File: config.mk
export PLATFORM = sky130hd
export DESIGN_NAME = uart_rx_os
export DESIGN_NICKNAME = d
export VERILOG_FILES = /design/src/rtl/uart_pkg.sv /design/src/rtl/uart_rx_sync.sv /design/src/rtl/uart_rx_os.sv
export SDC_FILE = /design/constraint.sdc
export NUM_CORES = 1
export LEC_CHECK = 0
export CORE_MARGIN = 8
export CORE_UTILIZATION = 58
export CTS_BUF_LIST = sky130_fd_sc_hd__clkbuf_4 sky130_fd_sc_hd__clkbuf_8
export CTS_CLUSTER_DIAMETER = 30
export CTS_CLUSTER_SIZE = 30
export DETAILED_ROUTE_END_ITERATION = 7
export GPL_TIMING_DRIVEN = 0
export PLACE_DENSITY = 0.8
export SLEW_MARGIN = 10
export SYNTH_ARGS = -nofsm -noshare
export SYNTH_HDL_FRONTEND = slang
export SYNTH_HIERARCHICAL = 1
export SYNTH_SLANG_ARGS = --single-unit
File: constraint.sdc
create_clock -name clk_i -period 2.2 [get_ports clk_i]
set_input_delay 0.44 -clock clk_i [delete_from_list [all_inputs] [get_ports clk_i]]
set_output_delay 0.44 -clock clk_i [all_outputs]
set_load 0.03 [all_outputs]
File: src/rtl/uart_pkg.sv
// Shared UART definitions: receiver state encodings, line idle level and the parity helper
// used by both the transmitter and the receiver.
package uart_pkg;

   typedef enum logic [2:0] {
      IDLE   = 3'd0,
      START  = 3'd1,
      DATA   = 3'd2,
      PARITY = 3'd3,
      STOP   = 3'd4
   } uart_state_e;

   localparam logic IDLE_BIT = 1'b1;

   function automatic logic uart_parity(input logic [7:0] data, input logic even);
      return even ? ^data : ~^data;
   endfunction

   function automatic logic majority3(input logic a, input logic b, input logic c);
      return (a & b) | (a & c) | (b & c);
   endfunction

endpackage

File: src/rtl/uart_rx_sync.sv
// Serial-line synchroniser (resets to the idle level) plus a tick-qualified falling-edge detect.
module uart_rx_sync
   import uart_pkg::*;
#(
   parameter int SYNC_STAGES = 2
) (
   input  logic clk_i,
   input  logic resetn_i,
   input  logic clk_en_i,
   input  logic uart_rx_i,
   output logic rx_o,
   output logic fall_o
);

   logic [SYNC_STAGES-1:0] r_sync;
   logic                   r_prev;

   // r_prev only follows the line on ticks, so a line held low never produces a second edge.
   always_ff @(posedge clk_i or negedge resetn_i) begin
      if (!resetn_i) begin
         r_sync <= {SYNC_STAGES{IDLE_BIT}};
         r_prev <= IDLE_BIT;
      end else begin
         r_sync <= {r_sync[SYNC_STAGES-2:0], uart_rx_i};
         if (clk_en_i) r_prev <= r_sync[SYNC_STAGES-1];
      end
   end

   assign rx_o   = r_sync[SYNC_STAGES-1];
   assign fall_o = clk_en_i & r_prev & ~r_sync[SYNC_STAGES-1];

endmodule

File: src/rtl/uart_rx_os.sv
// Oversampling UART receiver: majority-of-3 bit decode, optional parity check, and a
// single-entry valid/ready output register with frame, parity and overrun reporting.
module uart_rx_os
   import uart_pkg::*;
#(
   parameter logic VERIFY_ON   = 1'b0,
   parameter logic VERIFY_EVEN = 1'b0,
   parameter int   OS_RATE     = 16,
   parameter int   SYNC_STAGES = 2
) (
   input  logic       clk_i,
   input  logic       resetn_i,
   input  logic       clk_en_i,
   input  logic       uart_rx_i,
   output logic [7:0] dataout_o,
   output logic       valid_o,
   input  logic       ready_i,
   output logic       frame_err_o,
   output logic       parity_err_o,
   output logic       overrun_o,
   output logic       busy_o
);

   localparam int            CW   = $clog2(OS_RATE);
   localparam logic [CW-1:0] MID  = CW'(OS_RATE / 2 - 1);
   localparam logic [CW-1:0] LAST = CW'(OS_RATE - 1);

   uart_state_e   r_state;
   logic [CW-1:0] r_cnt;
   logic [2:0]    r_idx;
   logic [1:0]    r_samp;
   logic [7:0]    r_shift;
   logic          r_par_err;

   logic [7:0]    r_data;
   logic          r_valid;
   logic          r_frame_err;
   logic          r_parity_err;
   logic          r_overrun;

   logic          w_rx;
   logic          w_fall;
   logic          w_maj;
   logic          w_sample;
   logic          w_mid_p1;
   logic          w_last;
   logic          w_deliver;
   logic          w_free;

   uart_rx_sync #(
      .SYNC_STAGES(SYNC_STAGES)
   ) u_sync (
      .clk_i     (clk_i),
      .resetn_i  (resetn_i),
      .clk_en_i  (clk_en_i),
      .uart_rx_i (uart_rx_i),
      .rx_o      (w_rx),
      .fall_o    (w_fall)
   );

   // Third sample is taken live at MID+1, so the decision is made on that tick.
   assign w_sample = (r_cnt == MID - CW'(1)) || (r_cnt == MID);
   assign w_mid_p1 = (r_cnt == MID + CW'(1));
   assign w_last   = (r_cnt == LAST);
   assign w_maj    = majority3(r_samp[1], r_samp[0], w_rx);

   always_ff @(posedge clk_i or negedge resetn_i) begin
      if (!resetn_i) begin
         r_state   <= IDLE;
         r_cnt     <= '0;
         r_idx     <= '0;
         r_samp    <= '0;
         r_shift   <= '0;
         r_par_err <= 1'b0;
      end else if (clk_en_i) begin
         if (r_state != IDLE) begin
            if (w_sample) r_samp <= {r_samp[0], w_rx};
            r_cnt <= w_last ? '0 : r_cnt + 1'b1;
         end
         case (r_state)
            IDLE: begin
               if (w_fall) begin
                  r_state   <= START;
                  r_cnt     <= '0;
                  r_par_err <= 1'b0;
               end
            end
            START: begin
               if (w_mid_p1 && w_maj) begin
                  r_state <= IDLE;
                  r_cnt   <= '0;
               end else if (w_last) begin
                  r_state <= DATA;
                  r_idx   <= '0;
               end
            end
            DATA: begin
               if (w_mid_p1) r_shift[r_idx] <= w_maj;
               if (w_last) begin
                  r_idx <= r_idx + 1'b1;
                  if (r_idx == 3'd7) r_state <= VERIFY_ON ? PARITY : STOP;
               end
            end
            PARITY: begin
               if (w_mid_p1) r_par_err <= (w_maj != uart_parity(r_shift, VERIFY_EVEN));
               if (w_last) r_state <= STOP;
            end
            STOP: begin
               if (w_mid_p1) begin
                  r_state <= IDLE;
                  r_cnt   <= '0;
               end
            end
            default: begin
               r_state <= IDLE;
               r_cnt   <= '0;
            end
         endcase
      end
   end

   assign w_deliver = clk_en_i && (r_state == STOP) && w_mid_p1;
   assign w_free    = ~r_valid | ready_i;

   // Output register runs every clk_i cycle; an occupied register drops the new byte.
   always_ff @(posedge clk_i or negedge resetn_i) begin
      if (!resetn_i) begin
         r_data       <= '0;
         r_valid      <= 1'b0;
         r_frame_err  <= 1'b0;
         r_parity_err <= 1'b0;
         r_overrun    <= 1'b0;
      end else begin
         r_overrun <= w_deliver & ~w_free;
         if (w_deliver && w_free) begin
            r_data       <= r_shift;
            r_frame_err  <= ~w_maj;
            r_parity_err <= VERIFY_ON & r_par_err;
            r_valid      <= 1'b1;
         end else if (r_valid && ready_i) begin
            r_valid <= 1'b0;
         end
      end
   end

   assign dataout_o    = r_data;
   assign valid_o      = r_valid;
   assign frame_err_o  = r_frame_err;
   assign parity_err_o = r_parity_err;
   assign overrun_o    = r_overrun;
   assign busy_o       = (r_state != IDLE);

endmodule

### Yosys cells after proc, flatten, opt, wreduce, memory -nomap -nowiden

Cells that the tools add are included.

* $add $sub $neg: 2
* magnitude comparators: 2
* equality and inequality tests: 17
* muxes and demuxes: 23
* bitwise logic cells: 13
* reduce and logical (&&, ||, !) cells: 16

Operators by type and width (count)
* $mux 3: 10
* $mux 4: 5
* $pmux 4 s4: 1
* $pmux 3 s5: 1
* $ne 2x2->1 const B: 6
* $bwmux 8: 1
* $eq 4x3->1 const B: 2
* $eq 4x4->1 const B: 2
* $reduce_and 7->1: 1
* $and 1x1->1: 6
* $eq 3x2->1 const B: 2
* $eq 3x3->1 const B: 2
* $logic_and 1x1->1: 6
* $pmux 3 s2: 1
* $reduce_and 3->1: 2
* $reduce_and 5->1: 1
* $add 4x1->4 const B: 1
* $lt 3x4->1 const B: 1
* $not 1->1: 4
* $reduce_bool 2->1: 2
* $add 3x1->3 const B: 1
* $demux 1 s3: 1
* $eq 3x1->1 const B: 1
* $ge 3x1->1 const B: 1
* other kinds (8): 12

* flip-flop bits (word level): 34
* input bits: 5
* output and inout port bits: 13
* word-level logic and storage cells: 84

### Longest topological paths before layout

Gate-level depths: netlist of run 1.

* depth in word-level cells: 6
* gate-level depth with buffers: 6
* mapped depth without buffers: 6

### Hierarchy

The synthesis of run 1 kept the hierarchy.

Modules (own cells, without submodules)
* uart_rx_os: times used 1, cells each 139, area an instance 1546.5 um^2, seq. area each 775.7 um^2
* uart_rx_sync: times used 1, cells each 5, area an instance 103.8 um^2, seq. area each 78.8 um^2

### Worst setup path before layout of run 1

OpenSTA, ideal clock, no wires.

* path kind: reg2reg
* from: register r_cnt[0]
* to: register r_shift[2]
* setup time: 0.125 ns
* data arrival time: 1.815 ns
* data required time: 2.075 ns
* slack: 0.261 ns
* stages on the path, launching flop included: 7
* buffers on the path: 0
* period minus slack after synthesis: 1.939 ns
* cell sequence: dfrtp_1 -> inv_1 -> ha_1 -> nand3b_1 -> or4_4 -> nor3b_2 -> mux2_2

* longest elaborated chain between the ends: 2

Ends and longest elaborated chain
* start, declared: RTL line uart_rx_os.sv:29 `logic [CW-1:0] r_cnt;`
* start signal, assigned: RTL line uart_rx_os.sv:78 `r_cnt <= w_last ? '0 : r_cnt + 1'b1;`
* $eq 4x4->1: RTL line uart_rx_os.sv:63 `assign w_mid_p1 = (r_cnt == MID + CW'(1));`
* $reduce_and 3->1 (no source line)
* end signal, assigned by index: RTL line uart_rx_os.sv:98 `if (w_mid_p1) r_shift[r_idx] <= w_maj;`
* end, declared: RTL line uart_rx_os.sv:32 `logic [7:0] r_shift;`

No other way between the ends.
A chain may end at the register's enable or synchronous reset.

### Final worst setup path of run 1

* from: register r_state[1]
* to: output busy_o

* longest elaborated chain between the ends: 1

Ends and longest elaborated chain
* start, declared: RTL line uart_rx_os.sv:28 `uart_state_e r_state;`
* start signal, assigned: RTL line uart_rx_os.sv:101 `if (r_idx == 3'd7) r_state <= VERIFY_ON ? PARITY : STOP;`
* $reduce_bool 3->1: RTL line uart_rx_os.sv:151 `assign busy_o = (r_state != IDLE);`
* end, declared: RTL line uart_rx_os.sv:21 `output logic busy_o`

No other way between the ends.

==> metrics, run 1 <==
Register Area=between 800 and 900 um^2; Worst Hold Class=input port to asynchronous set/reset pin; clock slew at reported path FFs=approximately 0.09 ns; Cell Rows=19; residual antenna-violating net count after detailed routing=0; largest net degree at the start of global routing=35; PD cells=roughly 870 nW/um^2; first-pass GRT wire length=5637 um; # Max-Cap Violations=0; CP Class=flip-flop to output pin; TritonCTS Sinks=34; Syn Std Cell Area=1650 um^2; Avg Cell Area, Syn=between 10 and 15 um^2; Ys Warns=6; busiest layer in global routing=met2; sequential fraction of the synthesis area=0.5178; share of cells above drive strength 1=0.2500; Setup Skew=about 0.0084 ns; met2 Use GR=0.2264; TritonCTS clock tree=built; Tot Pwr=approximately 1.7 mW; IO buf count=16; fin nets=approximately 180; I/O pin count=18; GR Overflow Total=0; commonest non-fill, non-tap cell in the layout=dfrtp_1; routed vias=about 1200; Worst Path Required=around 1.8 ns; met1 usage=0.1636; initial antenna violation count=0; Pins Over Slew Limit=0; setup tns final=0 ns; period utilisation layout=0.9566; post-cts hold buffer count=0; Tot GR Track Use=0.1405; TritonRoute pass-1 iters=4; Worst-Margin Slew=approximately 0.73 ns; most frequent cells in the layout=31 x dfrtp_1, 19 x mux2_2, 13 x clkdlybuf4s50_1; number of synthesized flops with an enable pin=0; Core Box Area=around 2700 um^2; vias in the first global route=between 1000 and 1500; Synth cell types=between 40 and 50; RSZ-0062 raised after global routing=no; Max-slew headroom=0.5140; H-Tree Depth=2; Multi-input gate area=approximately 740 um^2; WL per Instance=~16 um; Worst Setup End Kind=output pin; gpl congestion=~0.94; Final Setup Violations=0; syn nets=between 150 and 200; die height=about 69 um; crit path launch type=flip-flop; die area=4808 um^2; 1st-iter DRT viols=70; Post-synth top flop=dfrtp_1; minimum clock period=~2.1 ns; Syn Inst Count=144; hpwl dp=about 2300 um; Fmax achieved=approximately 480 MHz; crit path DAT=around 1.7 ns; Die Wd=between 60 and 70 um; dpl cells=~190; worst skew pair latency=0.33 ns; Final Util=0.7098; final hold viol count=0; n_diodes=0; Num CTS Buffers=5; DRC viols=0; #FFs+latches synth=34; Starting Density=0.6037; Via-to-Cell Ratio=approximately 6.1; Clock Path Buffers=2; fin cells=199; Synth-to-Final Area Change=17.59%; Clk Tree Root Cell=clkbuf_4; maximum vdd ir drop=roughly 0.0008 V; global routing usage on met3=0.05293; fillers=about 190; DRT Wirelength=roughly 3200 um; CP max FO=9; status=completed; Async SR Flop Fraction=1.000; leak pwr=roughly 0.9 nW
layer usage:
| layer | vias to the layer above | routed length [um] |
|---|---|---|
| li1 | 564 | - |
| met4 | 0 | 57 |
| met5 | - | 0 |
| met2 | 41 | 1520 |
| met3 | 8 | 187 |
| met1 | 600 | 1412 |
flip-flops by register name, indices dropped and copies added (netlist names):
register and flops:
r_idx 3, r_shift 8, frame_err_o 1, u_sync/r_sync 2, u_sync/r_prev 1, valid_o 1
overrun_o 1, r_state 3, dataout_o 8, r_samp 2, r_cnt 4
per-stage QoR:
stage | setup WS (ns) | hold WS [ns] | cell area [um^2]
after floorplan | 0.2605 | 0.1444 | 1650
after global placement | -0.2451 | 0.3481 | 1849
after detailed placement | -0.2664 | 0.3479 | 1844
after CTS | 0.07403 | 0.1751 | 1924
after global routing | 0.02523 | 0.2019 | 1941
final | 0.09553 | 0.1530 | 1941
worst max-delay path: stages, from the launching register on:
cell and delay (ns):
dfrtp_1 0.36, buf_2 0.17, or3_1 0.42, dlygate4sd2_1 0.38
cell type report:
class,instances,area share
buffer,7,0.01676
timing repair buffer,17,0.08446
clock buffer,6,0.02643
inverter,7,0.01354
clock inverter,1,0.01547
sequential,34,0.4404
multi-input combinational,96,0.3830
tap,31,0.01999
cells by family after synthesis:
logic type,count (synthesis),share of synthesized area
AO/OA/AOI/OAI,25,0.1046
adder cells (fa/ha/maj),6,0.04397
buffers and inverters,14,0.03564
flip-flops,34,0.5178
multiplexers,20,0.1387
other,1,0.002272
AND/OR/NAND/NOR,44,0.1569
Yosys cell counts, types with 2 or more instances:
library cell | instances | area, um^2
o22ai_1 | 2 | 12.51
o21ai_0 | 6 | 30.03
inv_1 | 7 | 26.28
and2_1 | 2 | 12.51
buf_2 | 2 | 10.01
clkbuf_1 | 2 | 7.510
buf_1 | 2 | 7.510
nor3b_2 | 2 | 25.02
nand2b_1 | 3 | 18.77
dfstp_2 | 3 | 78.83
a22o_1 | 4 | 35.03
mux2_2 | 19 | 214.0
nand2_1 | 7 | 26.28
nand4_1 | 2 | 12.51
nand3_1 | 3 | 15.01
nand3b_1 | 3 | 22.52
ha_1 | 5 | 62.56
a21oi_1 | 4 | 20.02
nor2_1 | 11 | 41.29
nor3_1 | 2 | 10.01
dfrtp_1 | 31 | 775.7
worst paths after layout:
path | startpoint | to | slack (ns) | cells after the start
worst min register to register | u_sync/r_sync[0] | u_sync/r_sync[1] | 0.36 | 0
min in group clk_i | u_sync/r_sync[0] | u_sync/r_sync[1] | 0.36 | 0
worst max-delay path | r_state[1] | busy_o | 0.1 | 3
max in group asynchronous | resetn_i | r_cnt[1] | 1.58 | 1
worst min-delay path | resetn_i | r_cnt[2] | 0.15 | 1
worst max register to register | r_cnt[0] | r_shift[2] | 0.13 | 6
repair_timing:
action	CTS	global route
buffers inserted	0	1
gates resized for setup	1	2
endpoints found under the setup margin	1	7
cloned	0	0
endpoints found under the hold margin	0	0
pin swaps	0	2
power breakdown:
part	internal [mW]	leakage (nW)	switching (mW)
Sequential	0.702	0.446	0.0847
Clock	0.264	0.0443	0.199
Combinational	0.184	0.408	0.250
Power figures use the tool's default switching activity.
==> run 2, diff against run 1 <==
--- a/config.mk
+++ b/config.mk
@@ -5,14 +5,16 @@
 export SDC_FILE = /design/constraint.sdc
 export NUM_CORES = 1
 export LEC_CHECK = 0
+export CELL_PAD_IN_SITES_DETAIL_PLACEMENT = 1
+export CELL_PAD_IN_SITES_GLOBAL_PLACEMENT = 1
 export CORE_MARGIN = 8
-export CORE_UTILIZATION = 58
+export CORE_UTILIZATION = 46
 export CTS_BUF_LIST = sky130_fd_sc_hd__clkbuf_4 sky130_fd_sc_hd__clkbuf_8
 export CTS_CLUSTER_DIAMETER = 30
 export CTS_CLUSTER_SIZE = 30
 export DETAILED_ROUTE_END_ITERATION = 7
 export GPL_TIMING_DRIVEN = 0
-export PLACE_DENSITY = 0.8
+export PLACE_DENSITY = 0.79
 export SLEW_MARGIN = 10
 export SYNTH_ARGS = -nofsm -noshare
 export SYNTH_HDL_FRONTEND = slang
==> run 2 against run 1 <==
  * Combinational power increased by 9.2%
  * Total power down 2.4%
  * Clock skew rose by 0.0058 ns
  * Utilization decreased by 13 points
  * Clock-buffer cell count grew 1
  * Worst setup slack got worse by 0.040 ns
  * Non-clock buffer count up 1
  * Register-to-register slack worse by 0.07 ns
  * Critical path type is now flip-flop to flip-flop
  * Hold slack worse by 0.013 ns
  * Cell count is 8.5% higher
==> metrics, run 2 (same netlist as run 1, synthesis figures left out) <==
fin cells=roughly 220; period utilisation layout=0.9747; worst setup margin=roughly 0.056 ns; WL per Instance=17.31 um; final hold viol count=0; Synth-to-Final Area Change=18.57%; DRC viols=0; minimum clock period=2.144 ns; Tot Pwr=1.644 mW; slowest stage delay, CP=0.63 ns; crit path cell chain=inv_1, ha_2, nand3b_1, or4_4, nor3b_4, mux2_2; CP Class=flip-flop to flip-flop; fin nets=between 150 and 200; CP top delay family=simple AND/OR/NAND/NOR gates; die height=75.90 um; Tot GR Track Use=0.1534; GR Overflow Total=0; largest net degree at the start of global routing=35; post-cts hold buffer count=0; crit path from=r_cnt[1]; Via-to-Cell Ratio=approximately 5.7; WP buf/inv=1; CP max-delay cell=or4_4; Max-slew headroom=0.5020; setup tns final=0 ns; CP max FO=6; die area=just under 6000 um^2; Clk Tree Root Cell=clkbuf_4; PD cells=between 800 and 900 nW/um^2; Final Setup Violations=0; residual antenna-violating net count after detailed routing=0; I/O pin count=18; TritonCTS clock tree=built; H-Tree Depth=2; status=completed; share of cells above drive strength 1=0.2882; hpwl dp=between 2000 and 3000 um; vias in the first global route=between 1000 and 1500; TritonCTS Sinks=34; most frequent cells in the layout=29 x dfrtp_1, 19 x mux2_2, 13 x clkdlybuf4s50_1; Worst Setup End Kind=flip-flop; reg-to-reg endpoint=r_shift[4]; Cell Rows=21; Worst Path Required=about 2.4 ns; dpl cells=~210; Worst Hold Class=input port to asynchronous set/reset pin; Critical Path End=r_shift[4]; Die Wd=75.90 um; TritonRoute pass-1 iters=4; leak pwr=about 0.89 nW; fillers=roughly 360; Pins Over Slew Limit=0; Fmax achieved=approximately 470 MHz; Setup Skew=about 0.014 ns; crit path DAT=2.38 ns; first-pass GRT wire length=around 6500 um; FF-to-FF Start=r_cnt[1]; Core Box Area=3390 um^2; clock slew at reported path FFs=around 0.11 ns; worst-case reg-to-reg path depth=6; Worst-Margin Slew=0.7470 ns; Clock Path Buffers=2; Register Area=857.1 um^2; Placement Setup Slack=-0.3533 ns; R2R setup slack=roughly 0.056 ns; initial antenna violation count=0; IO buf count=16; worst skew pair latency=around 0.35 ns; worst hold margin=around 0.14 ns; crit path launch type=flip-flop; Num CTS Buffers=5; Final Util=0.5773; # Max-Cap Violations=0; gpl congestion=0.8659; Post-DP Area=1863 um^2; maximum vdd ir drop=0.0005659 V; commonest non-fill, non-tap cell in the layout=dfrtp_1; Multi-input gate area=between 700 and 800 um^2; post-route cell area=approximately 2000 um^2; Starting Density=0.4869; routed vias=~1200; DRT Wirelength=3739 um; n_diodes=0; RSZ-0062 raised after global routing=no; 1st-iter DRT viols=65; stages on the worst setup path=6
run 2: area by class of cell:
| type | count | area share |
|---|---|---|
| Buffer | 7 | 0.01662 |
| Clock buffer | 7 | 0.03005 |
| Clock inverter | 1 | 0.002558 |
| Inverter | 7 | 0.01343 |
| Multi-Input combinational cell | 96 | 0.3843 |
| Sequential cell | 34 | 0.4380 |
| Tap cell | 46 | 0.02941 |
| Timing Repair Buffer | 18 | 0.08568 |
run 2: how the worst min path moves through the flow:
stage / startpoint / endpoint / slack [ns] / cells past startpoint
after floorplan: resetn_i / dataout_o[0] / 0.14 / 0
after global placement: u_sync/r_sync[0] / u_sync/r_sync[1] / 0.35 / 0
after detailed placement: u_sync/r_sync[0] / u_sync/r_sync[1] / 0.35 / 0
after CTS: resetn_i / r_cnt[3] / 0.16 / 1
after global routing: resetn_i / r_cnt[3] / 0.21 / 1
final: resetn_i / r_cnt[3] / 0.14 / 1
run 2: power by group:
part	leakage [nW]	internal, mW	switching [mW]	total [mW]
Sequential	0.444	0.706	0.0823	0.788
Clock	0.0387	0.167	0.215	0.382
Combinational	0.411	0.196	0.277	0.474
Total	0.894	1.07	0.575	1.64
run 2: layer usage:
metal | global-route usage | up-vias | wire (um)
li1 | - | 562 | -
met1 | 0.1828 | 635 | 1670
met2 | 0.2471 | 21 | 1816
met3 | 0.05921 | 5 | 213
met4 | 0.04904 | 0 | 38
met5 | 0 | - | 0
run 2: what timing repair did:
| item | in CTS | in global routing |
|---|---|---|
| pin swaps | 0 | 2 |
| buffers inserted | 1 | 1 |
| endpoints found under the hold margin | 0 | 0 |
| setup endpoints to repair | 5 | 13 |
| gates resized for setup | 2 | 8 |
run 2: worst reg2reg max path, stage by stage, from the launching register on:
cell      delay [ns]
dfrtp_2         0.46
inv_1           0.07
ha_2            0.17
nand3b_1        0.15
or4_4           0.63
nor3b_4         0.21
mux2_2          0.35
==> variant 1: new RTL, config.mk and constraints of run 2 <==
Set the parameter `VERIFY_ON` to 1'b1 (it was 1'b0).
--- a/src/rtl/uart_rx_os.sv
+++ b/src/rtl/uart_rx_os.sv
@@ -4,5 +4,5 @@
    import uart_pkg::*;
 #(
-   parameter logic VERIFY_ON   = 1'b0,
+   parameter logic VERIFY_ON   = 1'b1,
    parameter logic VERIFY_EVEN = 1'b0,
    parameter int   OS_RATE     = 16,
Function: same outputs for any inputs over 10 cycles, from zero or initial values and one cycle with resetn_i low; that may be too few to reach the edited logic, so the function may still have changed.
==> variant 1 against run 2 <==
- synthesized area rose by 22%
- setup slack improved by 0.15 ns
- maximum frequency increased by 7.6%
- design area increased by 21%
- wire length increased by 26%
- total power grew 19%
- sequential cell count grew 2
- register-to-register slack improved by 0.17 ns
- combinational power up 4%
- largest cell class is now multi-input combinational cells
==> variant 1: results (changes against run 2) <==
{
  "synthesis": {
    "post_synthesis_mux_area_share": {"value": 12.9, "unit": "%", "change": "-0.98 points"},
    "netlist_top_cells_area": "sky130_fd_sc_hd__dfrtp_1, sky130_fd_sc_hd__mux2_4, sky130_fd_sc_hd__mux2_2",
    "synth_compound_area_share": {"value": 12.4, "unit": "%", "change": "+1.9 points"},
    "synthCells": {"value": 174, "change": "+21%"},
    "synth-xor-area-share": {"value": 4.17, "unit": "%", "change": "+4.2 points"},
    "synthTopCellsByCount": "sky130_fd_sc_hd__dfrtp_1, sky130_fd_sc_hd__nand2_1, sky130_fd_sc_hd__mux2_2",
    "synth_adder_area_share": {"value": 3.67, "unit": "%", "change": "-0.72 points"},
    "yosysSeqAreaShare": {"value": 45.0, "unit": "%", "change": "-6.8 points"},
    "syn_nets": {"value": 184, "change": "+19%"},
    "synth.distinct_cells": {"value": 53, "change": "+23%"}
  },
  "global_route": {
    "maximum_number_of_pins_on_one_net_before_global_route_repair": {"value": 37, "change": "+5.7%"},
    "grt_pass1_vias": {"value": 1606, "change": "+21%"},
    "first_pass_grt_wire_length": {"value": 8.23, "unit": "mm", "change": "+26%"}
  },
  "cts": {
    "post-cts-setup-buffer-count": {"value": 0, "change": "-1"},
    "post_cts_resize_count": {"value": 1, "change": "-1"},
    "clk_pin_slew_worst_paths": {"value": 0.08, "unit": "ns", "change": "-0.03 ns"},
    "root_buffer": "sky130_fd_sc_hd__clkbuf_8"
  },
  "power": {
    "power.density": {"value": 830, "unit": "nW/µm²", "change": "-1.2%"},
    "power.ir.vdd_worst": {"value": 0.000411, "unit": "V", "change": "-27%"},
    "total_leakage_power": {"value": 0.00110, "unit": "µW", "change": "+23%"}
  },
  "routing": {
    "route.vias.total": {"value": 1450, "change": "+19%"},
    "first_iter_violations": {"value": 68, "change": "+4.6%"},
    "detail_route.wl_per_cell": {"value": 18.8, "unit": "µm", "change": "+8.4%"}
  },
  "timing": {
    "slew_of_the_pin_with_the_lowest_slew_margin": {"value": 0.815, "unit": "ns", "change": "+0.0680 ns"},
    "skew": {"value": 0.00769, "unit": "ns", "change": "-0.00653 ns"},
    "holdWs": {"value": 0.241, "unit": "ns", "change": "+0.101 ns"}
  },
  "place": {
    "portBuffers": {"value": 17, "change": "+1"},
    "dp.cells": {"value": 243, "change": "+18%"},
    "dpl_worst_slack": {"value": -0.0658, "unit": "ns", "change": "+0.288 ns"},
    "dpl-instance-area": {"value": 2240, "unit": "µm²", "change": "+20%"}
  },
  "critical_path": {
    "worst_path_dominant_cell_family": "buffers and inverters",
    "crit_path_max_fanout": {"value": 10, "change": "+4"},
    "cp.arrival": {"value": 1.55, "unit": "ns", "change": "-0.83 ns"},
    "r2r_start": "r_cnt[0]",
    "number_of_cells_on_the_worst_reg_to_reg_path": {"value": 7, "change": "+1"},
    "critPathSlowestCell": "sky130_fd_sc_hd__dfrtp_1",
    "r2r-end": "r_shift[0]"
  },
  "status": {
    "run_status": "finished clean"
  },
  "cells_and_area": {
    "fillerInstances": {"value": 454, "change": "+26%"}
  }
}
==> variant 1: cell count changes after synthesis, moves of 3 or more <==
cell | before | now
sky130_fd_sc_hd__mux2_2 | 19 | 11
sky130_fd_sc_hd__mux2_4 | 1 | 9
sky130_fd_sc_hd__nand2_1 | 7 | 14
sky130_fd_sc_hd__nor2_1 | 11 | 5
sky130_fd_sc_hd__xnor2_1 | 0 | 6
sky130_fd_sc_hd__buf_2 | 2 | 5
sky130_fd_sc_hd__buf_6 | 0 | 3
sky130_fd_sc_hd__inv_1 | 7 | 4
sky130_fd_sc_hd__o21ai_0 | 6 | 9
==> variant 1: worst max path at each step <==
stage / startpoint / to / slack, ns
after floorplan: r_cnt[0] / r_shift[2] / 0.48
after global placement: resetn_i / r_idx[1] / -0.12
after detailed placement: clk_en_i / r_shift[2] / -0.07
after CTS: r_state[2] / busy_o / 0.01
after global routing: r_cnt[0] / r_shift[0] / 0.07
final: r_state[2] / busy_o / 0.21
==> variant 1: report_power, final <==
group	switching [µW]	internal (µW)
combinational	288	206
sequential	90.7	735
clock	241	400
total	619	1340
==> variant 1: layer usage <==
metal	up-vias	share of wire, %	track usage (%)
met5	-	0	0
met4	0	1.3	4.21
met3	9	4.2	4.44
met2	20	52	28.3
met1	744	42	18.3
li1	677	-	-
==> variant 1: worst reg2reg max path: cells and delay by family (launching register included) <==
kind | cells | cell delay, ns
fa+ha+maj | 1 | 0.16
buf+inv | 2 | 0.32
flops | 1 | 0.41
mux | 1 | 0.37
simple gates | 3 | 0.60
==> variant 1: final cells by class <==
class                           instances  share of cell area (%)
Multi-Input combinational cell        122                    42.9
Sequential cell                        36                    38.3
Timing Repair Buffer                   17                    6.78
Clock buffer                            7                    4.08
Buffer                                 12                    3.29
Tap cell                               52                    2.76
Clock inverter                          1                    1.27
Inverter                                4                   0.636
==> variant 2: new RTL, flow settings as in run 2 <==
Without the edit above. Register the output `frame_err_o` once more, without a reset; this adds one clock of latency there. The other outputs are not delayed to match.
--- a/src/rtl/uart_rx_os.sv
+++ b/src/rtl/uart_rx_os.sv
@@ -146,5 +146,7 @@
    assign dataout_o    = r_data;
    assign valid_o      = r_valid;
-   assign frame_err_o  = r_frame_err;
+   always_ff @(posedge clk_i) begin
+      frame_err_o <= r_frame_err;
+   end
    assign parity_err_o = r_parity_err;
    assign overrun_o    = r_overrun;
Function: no difference found for any inputs over 10 cycles, from zero or initial values and one cycle with resetn_i low; that may be too few to reach the edited logic, so the function may still have changed.
==> variant 2 against run 2 <==
- total power shrank 1.1%
- largest cell class unchanged
- wire length shrank 3.9%
- highest routed layer unchanged
- worst hold slack gained 0.0049 ns
- design area grew 0.19%
- largest power group unchanged
- sequential cell count grew 1
- core utilization shrank 2.9 points
- sequential power grew 2%
- synthesized area grew 1.2%
- setup slack lost 0.0015 ns
==> variant 2: results (changes against run 2) <==
{
  "status": {
    "run_status": "finished clean"
  },
  "cells_and_area": {
    "fillerInstances": {"value": 387, "change": "+7.8%"},
    "ratio_of_cells_with_drive_above_1_in_the_final_layout": {"value": 24.7, "unit": "%", "change": "-4.1 points"}
  },
  "global_route": {
    "grt_pass1_vias": {"value": 1290, "change": "-2.7%"},
    "grt_util_all_layers": {"value": 12.9, "unit": "%", "change": "-2.4 points"},
    "first_pass_grt_wire_length": {"value": 6.24, "unit": "mm", "change": "-4.2%"}
  },
  "cts": {
    "clk_latency_ns": 0.34
  },
  "synthesis": {
    "netlist_top_cells_area": "sky130_fd_sc_hd__dfrtp_1, sky130_fd_sc_hd__mux2_2, sky130_fd_sc_hd__dfstp_2",
    "yosysSeqAreaShare": {"value": 52.4, "unit": "%", "change": "+0.58 points"},
    "async_reset_ff_share": {"value": 97.1, "unit": "%", "change": "-2.9 points"},
    "syn_nets": {"value": 155, "change": "+0.65%"},
    "synth.distinct_cells": {"value": 44, "change": "+2.3%"},
    "most_used_dff_post_synth": "sky130_fd_sc_hd__dfrtp_1"
  },
  "place": {
    "dpl-instance-area": {"value": 1890, "unit": "µm²", "change": "+1.2%"},
    "portBuffers": {"value": 16, "change": "unchanged"},
    "gpl.final_weighted_congestion": {"value": 0.842, "change": "-2.8%"},
    "dpl_worst_slack": {"value": -0.339, "unit": "ns", "change": "+0.0144 ns"},
    "dp_hpwl": {"value": 2.56, "unit": "mm", "change": "-5.4%"}
  },
  "critical_path": {
    "reg2reg_slack_ns": 0.05,
    "crit_path_max_fanout": {"value": 4, "change": "-2"},
    "crit_path_start": "r_cnt[0]",
    "r2r-end": "r_shift[2]"
  },
  "power": {
    "p_int": {"value": 1070, "unit": "µW", "change": "-0.30%"},
    "total_leakage_power": {"value": 0.000895, "unit": "µW", "change": "+0.20%"},
    "power.ir.vdd_worst": {"value": 0.000454, "unit": "V", "change": "-20%"}
  },
  "routing": {
    "first_iter_violations": {"value": 61, "change": "-6.2%"},
    "route.vias.total": {"value": 1199, "change": "-2.0%"},
    "wl": {"value": 3.59, "unit": "mm", "change": "-3.9%"}
  },
  "timing": {
    "skew": {"value": 0.00632, "unit": "ns", "change": "-0.00790 ns"},
    "slew_of_the_pin_with_the_lowest_slew_margin": {"value": 0.729, "unit": "ns", "change": "-0.0178 ns"}
  },
  "min_path": {
    "min-delay-path-class": "input pin to async pin"
  }
}
-- variant 2: cell count changes after synthesis, sizes merged --
cell / delta
dfxtp: +1
-- variant 2: power by group through the flow --
stage | logic (µW) | clock network, µW | registers, µW
finish | 462 | 361 | 802
global route | 514 | 402 | 815
CTS | 448 | 379 | 802
detailed placement | 451 | 0 | 813
global placement | 423 | 0 | 806
floorplan | 325 | 0 | 790
-- variant 2: cell families (layout without fill, tap and decap cells) --
family	after synthesis	in the layout	share of synthesized area, %
AO/OA/AOI/OAI	25	25	10.3
buffers and inverters	14	39	3.52
flip-flops	35	35	52.4
other	1	1	0.225
AND/OR/NAND/NOR	44	44	15.5
adder cells (fa/ha/maj)	6	6	4.34
multiplexers	20	20	13.7
-- variant 2: worst max-delay path by stage --
stage                 end  slack, ns
2_1_floorplan  r_shift[2]       0.26
3_3_place_gp   r_shift[2]      -0.29
3_5_place_dp   r_shift[2]      -0.34
4_1_cts        r_shift[2]       0.04
5_1_grt            busy_o      0.001
6_report       r_shift[2]       0.05
-- variant 2: repair_timing --
action | CTS | global route
pin swaps | 0 | 0
setup endpoints to repair | 1 | 1
gates cloned | 0 | 0
buffers inserted | 0 | 1
gates resized for setup | 1 | 2
-- variant 2: layer usage --
layer	up-vias	routed length, µm	track usage, %
met2	24	1790	21.3
met4	0	44	4.04
li1	564	-	-
met3	5	163	4.25
met5	-	0	0
met1	606	1600	15.5
-- variant 2: worst max-delay path, cell delays in order, from the launching register on --
cell and delay [ns]:
sky130_fd_sc_hd__dfrtp_1 0.43, sky130_fd_sc_hd__inv_1 0.13, sky130_fd_sc_hd__ha_1 0.18, sky130_fd_sc_hd__nand3b_1 0.13
sky130_fd_sc_hd__or4_4 0.59, sky130_fd_sc_hd__nor3b_4 0.22, sky130_fd_sc_hd__mux2_2 0.35
-- variant 2: stage by stage --
step	cells	util [%]	hold WS, ns	setup TNS [ns]
finish	218	54.8	0.145	0
CTS	217	54.3	0.168	0
global placement	209	52.8	0.348	-2.61
detailed placement	209	52.7	0.349	-4.00
floorplan	145	-	0.144	0
global route	218	54.8	0.188	0
-- variant 2: layout make-up --
cell class                 instances  area share, %
sequential                        35           44.6
multi-input combinational         96           37.9
timing repair buffer              17           8.36
tap                               48           3.06
clock buffer                       7           2.68
buffer                             7           1.66
inverter                           7           1.34
clock inverter                     1          0.383
